[src/rtl/atri_event_readout.sv]
// Event readout framer: pulls words from the event FIFO and streams them as
// frames of header {HDR_MARK, frame count}, length N, N payload words and a
// 16-bit wrap-around checksum. A two-entry holding buffer plus a bypass path
// from dat_i keeps the stream at one word per cycle while the FIFO has data.
//
// Handshake: a word moves when out_valid_o and out_ready_i are both high on a
// rising clk edge. While out_valid_o is high and out_ready_i is low, every
// output field is held, and out_valid_o stays high until the word is taken.
module atri_event_readout #(
  parameter int          MAX_FRAME = 256,
  parameter logic [7:0]  HDR_MARK  = 8'hEB
) (
  input  logic        clk_i,
  input  logic        rst_n_i,
  input  logic        enable_i,
  input  logic        fifo_empty_i,
  input  logic [15:0] fifo_nwords_i,
  output logic        fifo_rd_o,
  input  logic [15:0] dat_i,
  input  logic [1:0]  type_i,
  output logic [15:0] out_dat_o,
  output logic [1:0]  out_type_o,
  output logic        out_valid_o,
  input  logic        out_ready_i,
  output logic        out_sof_o,
  output logic        out_eof_o,
  output logic [7:0]  frame_cnt_o,
  output logic [2:0]  state_o
);

  localparam logic [15:0] MAX_N = 16'(MAX_FRAME);

  typedef enum logic [2:0] {
    S_IDLE = 3'd0,
    S_HDR  = 3'd1,
    S_LEN  = 3'd2,
    S_PAY  = 3'd3,
    S_CKS  = 3'd4
  } state_t;

  state_t      state;
  logic [15:0] n_len;    // payload words in the current frame
  logic [15:0] rd_cnt;   // FIFO reads issued this frame
  logic [15:0] ld_cnt;   // payload words loaded into the output register
  logic [15:0] cks;      // running payload sum
  logic        rd_pend;  // a read was issued last cycle; its data is on dat_i
  logic [1:0]  occ;      // holding buffer occupancy
  logic [17:0] buf0;     // buffer head {type, dat}
  logic [17:0] buf1;

  logic        acc;
  logic        out_free;
  logic        src_avail;
  logic [17:0] in_word;
  logic [17:0] src_word;
  logic        load_pay;
  logic        pop;
  logic        push;
  logic        start;
  logic [15:0] n_start;

  assign state_o = state;

  // Next-word selection, buffer push/pop and the FIFO read strobe.
  always_comb begin
    acc       = out_valid_o & out_ready_i;
    out_free  = ~out_valid_o | acc;
    in_word   = {type_i, dat_i};
    src_avail = (occ != 2'd0) | rd_pend;
    // Oldest word first: buffer head, otherwise bypass the word arriving now.
    src_word  = (occ != 2'd0) ? buf0 : in_word;
    load_pay  = src_avail && (ld_cnt < n_len) &&
                (((state == S_LEN) && acc) || ((state == S_PAY) && out_free));
    pop       = load_pay && (occ != 2'd0);
    push      = rd_pend && !(load_pay && (occ == 2'd0));
    start     = enable_i && (fifo_nwords_i != 16'd0);
    n_start   = (fifo_nwords_i > MAX_N) ? MAX_N : fifo_nwords_i;
    fifo_rd_o = 1'b0;
    if (((state == S_HDR) || (state == S_LEN) || (state == S_PAY)) &&
        !fifo_empty_i && (rd_cnt < n_len) &&
        (({1'b0, occ} + {2'b00, rd_pend}) < 3'd2))
      fifo_rd_o = 1'b1;
  end

  // Frame sequencing, holding buffer and registered stream outputs.
  always_ff @(posedge clk_i or negedge rst_n_i) begin
    if (!rst_n_i) begin
      state       <= S_IDLE;
      n_len       <= '0;
      rd_cnt      <= '0;
      ld_cnt      <= '0;
      cks         <= '0;
      rd_pend     <= 1'b0;
      occ         <= '0;
      buf0        <= '0;
      buf1        <= '0;
      out_dat_o   <= '0;
      out_type_o  <= '0;
      out_valid_o <= 1'b0;
      out_sof_o   <= 1'b0;
      out_eof_o   <= 1'b0;
      frame_cnt_o <= '0;
    end else begin
      rd_pend <= fifo_rd_o;
      if (fifo_rd_o)
        rd_cnt <= rd_cnt + 16'd1;

      if (pop) begin
        if (occ == 2'd2) begin
          buf0 <= buf1;
          if (push)
            buf1 <= in_word;
        end else if (push) begin
          buf0 <= in_word;
        end
      end else if (push) begin
        if (occ == 2'd0)
          buf0 <= in_word;
        else
          buf1 <= in_word;
      end
      occ <= occ + {1'b0, push} - {1'b0, pop};

      case (state)
        S_IDLE: begin
          if (start) begin
            state       <= S_HDR;
            n_len       <= n_start;
            rd_cnt      <= '0;
            ld_cnt      <= '0;
            cks         <= '0;
            out_valid_o <= 1'b1;
            out_sof_o   <= 1'b1;
            out_eof_o   <= 1'b0;
            out_type_o  <= 2'b00;
            out_dat_o   <= {HDR_MARK, frame_cnt_o};
          end
        end
        S_HDR: begin
          if (acc) begin
            state     <= S_LEN;
            out_sof_o <= 1'b0;
            out_dat_o <= n_len;
          end
        end
        S_LEN: begin
          if (acc) begin
            state       <= S_PAY;
            out_valid_o <= 1'b0;
          end
        end
        S_PAY: begin
          if (acc) begin
            if (ld_cnt == n_len) begin
              state      <= S_CKS;
              out_eof_o  <= 1'b1;
              out_type_o <= 2'b00;
              out_dat_o  <= cks;
            end else begin
              out_valid_o <= 1'b0;
            end
          end
        end
        S_CKS: begin
          if (acc) begin
            state       <= S_IDLE;
            out_valid_o <= 1'b0;
            out_eof_o   <= 1'b0;
            frame_cnt_o <= frame_cnt_o + 8'd1;
          end
        end
        default: state <= S_IDLE;
      endcase

      // A payload load overrides the valid drop above when data is at hand.
      if (load_pay) begin
        out_valid_o <= 1'b1;
        out_dat_o   <= src_word[15:0];
        out_type_o  <= src_word[17:16];
        ld_cnt      <= ld_cnt + 16'd1;
        cks         <= cks + src_word[15:0];
      end
    end
  end

endmodule

[config.mk]
export PLATFORM = sky130hd
export DESIGN_NAME = atri_event_readout
export DESIGN_NICKNAME = d
export VERILOG_FILES = /design/src/rtl/atri_event_readout.sv
export SDC_FILE = /design/constraint.sdc
export NUM_CORES = 1
export LEC_CHECK = 0
export CAP_MARGIN = 20
export CORE_MARGIN = 1
export CORE_UTILIZATION = 45
export CTS_CLUSTER_DIAMETER = 60
export CTS_CLUSTER_SIZE = 28
export DETAILED_ROUTE_END_ITERATION = 10
export PLACE_DENSITY = 0.63
export SYNTH_ARGS = -nofsm -noshare
export SYNTH_HDL_FRONTEND = slang
export SYNTH_SLANG_ARGS = --single-unit
[constraint.sdc]
create_clock -name clk_i -period 5.03 [get_ports clk_i]
set_input_delay 1.2575 -clock clk_i [delete_from_list [all_inputs] [get_ports clk_i]]
set_output_delay 1.2575 -clock clk_i [all_outputs]
set_load 0.03 [all_outputs]
# Word level (Yosys, flattened, before mapping)
# Index checks and enable logic that the tools add are counted.
dict set report classes {
  n_addsub 7
  magnitude_cmp 4
  eq_ne 21
  n_mux 48
  n_bitwise 4
  reduce_logical 42
}
# cell n
set op_table {}
lappend op_table {{two-way mux 16 bit} 13}
lappend op_table {{two-way mux 18 bit} 10}
lappend op_table {{one-hot mux 16 bit (3 select lines)} 1}
lappend op_table {{adder 16 x 1 -> 16 bit, second input constant} 2}
lappend op_table {{less-than comparator 16 bit} 2}
lappend op_table {{two-way mux 3 bit} 6}
lappend op_table {{adder 16 bit} 1}
lappend op_table {{equality test 16 bit} 1}
lappend op_table {{> comparator 16 x 9 -> 1 bit, second input constant} 1}
lappend op_table {{nonzero test 16 bit} 1}
lappend op_table {{one-hot mux 3 bit (5 select lines)} 1}
lappend op_table {{AND reduction 5 bit} 3}
lappend op_table {{inequality test 2 bit, second input constant} 7}
lappend op_table {{nonzero test 2 bit} 7}
lappend op_table {{inequality test 3 bit, second input constant} 4}
lappend op_table {{logical AND 1 bit} 11}
lappend op_table {{two-way mux 1 bit} 9}
lappend op_table {{adder 8 x 1 -> 8 bit, second input constant} 1}
lappend op_table {{two-way mux 2 bit} 4}
lappend op_table {{AND reduction 4 bit} 2}
lappend op_table {{nonzero test 4 bit} 2}
lappend op_table {{equality test 3 x 2 -> 1 bit, second input constant} 2}
lappend op_table {{one-hot mux 1 bit (3 select lines)} 2}
lappend op_table {{AND reduction 2 bit} 3}
lappend op_table {{other kinds (23)} 30}
dict set report word_totals {
  regBits 135
  out_inout_bits 33
  word_cells 141
}

# Logic depth before layout (Yosys ltp)
dict set report depth {
  word_depth 11
  ltp_mapped 17
}

# Worst setup path after synthesis
# No wires, ideal clock.
dict set report synth_timing {
  kind {input port to output port}
  startpoint {in fifo_empty_i}
  endpoint {out fifo_rd_o}
  arrival_time_ns 2.758
  path_slack_ns 1.015
  cell_stages 7
  path_buffers 2
  cell_sequence {or4_4 a2111oi_4 o211a_4 o21ai_2 buf_6 buf_2 inv_1}
}
dict set report synth_via {
  elab_chain_cells 5
}
# element line_no
set synth_rtl {}
lappend synth_rtl {{start: declaration} 16} ;# input logic fifo_empty_i,
lappend synth_rtl {{zero test 1 bit} 80} ;# !fifo_empty_i && (rd_cnt < n_len) &&
lappend synth_rtl {{logical AND 1 bit} 79} ;# if (((state == S_HDR) || (state == S_LEN) || (state == S_PAY)) &&
lappend synth_rtl {{logical AND 1 bit (2 in series)} 80}
lappend synth_rtl {{two-way mux 1 bit} 79}
lappend synth_rtl {{end: declaration} 18} ;# output logic fifo_rd_o,
# Every way passes these cells.

# Worst setup path after layout
# Same ends and word-level chain as after synthesis.

==> results.md <==
- Max-slew violation count: 0
- Cell Pwr Density: 674 mW/mm²
- H-tree levels: 4
- CTS root buf: clkbuf_16
- Endpoints failing setup: 0
- Initial antenna violation count: 0
- Max VDD drop: 0.000373 V
- HP Class: flop to flop
- CTS Buffer Depth: 2
- Fillers: 1483
- DRT Wirelength: 20200 µm
- Worst-Margin Slew: 1090 ps
- Gr ovfl total: 0
- CP required: 3770 ps
- Final Cell Area: 0.00929 mm²
- Post-Syn Nets: 878
- Synth cell types: 65
- Vias per inst: 5.91
- Min-delay src: out_type_o[1]
- Final-stage net count: 945
- Number of global-route vias before repair: 6465
- Seq/Total Area, Yosys: 43.1%
- Clock sink count: 135
- Drt first pass iters: 5
- Psw: 2.62 mW
- GRT Util Overall: 24.1%
- R2r worst-path depth: 11
- Wire length per cell: 18.6 µm
- Postcts setup bufs: 0
- Die span in x: 134 µm
- CP max FO: 3
- Non-filler cells, final: 1083
- Logic pwr share: 52.1%
- Max_cap viols: 0
- Pint: 3.65 mW
- First-pass GRT wire length: 33600 µm
- Via count: 6402
- Most frequent cells in the layout: dfrtp_1, nand2_1, o21ai_0
- Reg-to-Reg End: cks[15]
- Cts hold-fix bufs: 0
- Num CTS Buffers: 17
- Worst slack, placed: 359 ps
- Crit end category: primary output
- Core area: 0.0168 mm²
- Critical Path AT: 3410 ps
- Clock Skew: 6.40 ps
- Startpoint type of the worst setup path: primary input
- Switching Fraction: 41.8%
- Placed Cells: 1054
- Dpl hpwl: 14300 µm
- Flop-to-flop setup slack: 1350 ps
- Cells after synthesis: 786
- P&R area growth vs syn: 18.7%
- #FFs+latches synth: 135
- Final setup margin: 359 ps
- Final min period: 4670 ps
- Power Total: 6.27 mW
- Share of cells above drive strength 1: 14.4%
- Outcome: finished clean
- Number of enable flip-flop cells after synthesis: 0
- RePlAce Congestion: 0.875
- Die footprint: 0.0179 mm²
- Pleak: 4.02 nW
- Clock-pin slew on the worst setup and hold paths: 50 ps
- Clock latency on the worst-skew pair: 430 ps
- Crit path kind: primary input to primary output
- # resized after CTS: 0
- Rel. slew slack: 27.4%
- Dominant register cell in the synthesized netlist: dfrtp_1
- Power share of the clock group: 19.2%
- # diodes: 0
- Finished Core Util: 55.4%
- I/O Buffers: 71
- # rows: 47
- YS warnings: 0
- Synthesized area per cell: 9.96 µm²
- Antenna Nets Post-Route: 0
- Count of final hold-check violations: 0
- Initial DRC count: 380
- R2R Path Start: occ[0]
- Post-DP Area: 0.00873 mm²
- Top Ports: 72
- Cell area after synthesis: 0.00783 mm²
- Hold depth: 1
- Endpoint, Worst Hold: out_type_o[1]
- # DRC: 0
- Post-route setup TNS: 0 ps
- Final worst-path cycle share: 92.9%
- Fmax: 214 MHz
- Register share of total power: 28.7%
- Hold WS: 492 ps
- CTS tree: done
- Commonest non-fill, non-tap cell in the layout: dfrtp_1
- Async set-reset flop share out of synthesis: 100%
- Die Y: 134 µm
- Setup repair after global routing missed its margin: no
- Largest net degree at the start of global routing: 107
- Starting Density: 46.7%
==> cell usage after synthesis (all sizes together) (17+ instances only) <==
cell / n / share of area, %
a21oi: 39 / 2.5
clkbuf: 22 / 1.1
dfrtp: 135 / 43
ha: 52 / 8.3
inv: 32 / 1.5
mux2: 34 / 4.9
mux2i: 26 / 3.3
nand2: 84 / 4.1
nand3: 22 / 1.5
nor2: 48 / 2.3
o21ai: 73 / 4.7
o221a: 18 / 2.6
o31ai: 18 / 1.9
or2: 20 / 1.6
xnor2: 17 / 1.9
==> critical path, cell delays in order <==
cell and delay (ps):
clkdlybuf4s50_1 410, or4_4 500, a2111oi_4 220, o211a_4 220, o21ai_2 50, inv_1 80
clkdlybuf4s50_1 670
==> power by group through the flow <==
| stage | clock [mW] | sequential [mW] | combinational [mW] |
|---|---|---|---|
| after detailed placement | 0 | 1.81 | 3.26 |
| after global placement | 0 | 1.80 | 3.14 |
| after CTS | 1.22 | 1.80 | 3.28 |
| after global routing | 1.28 | 1.85 | 3.62 |
| after floorplan | 0 | 1.88 | 2.26 |
| final | 1.20 | 1.80 | 3.26 |
==> cell families after synthesis <==
| group | count (synthesis) | synth area share (%) |
|---|---|---|
| xor+xnor | 27 | 3.02 |
| flops | 135 | 43.1 |
| simple gates | 240 | 15.2 |
| buf+inv | 65 | 3.60 |
| mux | 60 | 8.21 |
| fa+ha+maj | 53 | 8.56 |
| compound gates | 206 | 18.3 |
==> how the worst max path moves through the flow <==
stage	slack, ps	startpoint	to	depth (start not counted)
2_1_floorplan	1010	fifo_empty_i	fifo_rd_o	7
3_3_place_gp	400	fifo_empty_i	fifo_rd_o	7
3_5_place_dp	360	fifo_empty_i	fifo_rd_o	7
4_1_cts	350	fifo_empty_i	fifo_rd_o	7
5_1_grt	260	fifo_empty_i	fifo_rd_o	7
6_report	360	fifo_empty_i	fifo_rd_o	7
==> layer usage <==
| layer | track usage (%) | part of all wire [%] | vias up |
|---|---|---|---|
| li1 | - | - | 3015 |
| met5 | 0 | 0 | - |
| met1 | 32.2 | 44 | 3140 |
| met2 | 38.5 | 47 | 204 |
| met4 | 9.03 | 2.6 | 0 |
| met3 | 5.10 | 6.0 | 43 |
==> state kept, by name, indices dropped and copies added, names as in the netlist, 2 cells and up <==
name,count
buf0,18
buf1,18
cks,16
ld_cnt,16
n_len,16
out_dat_o,16
rd_cnt,16
frame_cnt_o,8
state_o,3
occ,2
out_type_o,2
==> cell type report <==
cell class,instances,area [µm²],share of cell area [%]
well taps,220,275,2.96
clock inverters,3,40.0,0.431
inverters,32,120,1.29
multi-input cells,586,4170,44.9
flip-flops and latches,135,3380,36.4
repair buffers,81,787,8.47
clock buffers,26,519,5.59
Note: power is estimated with default switching activity, not from simulation.
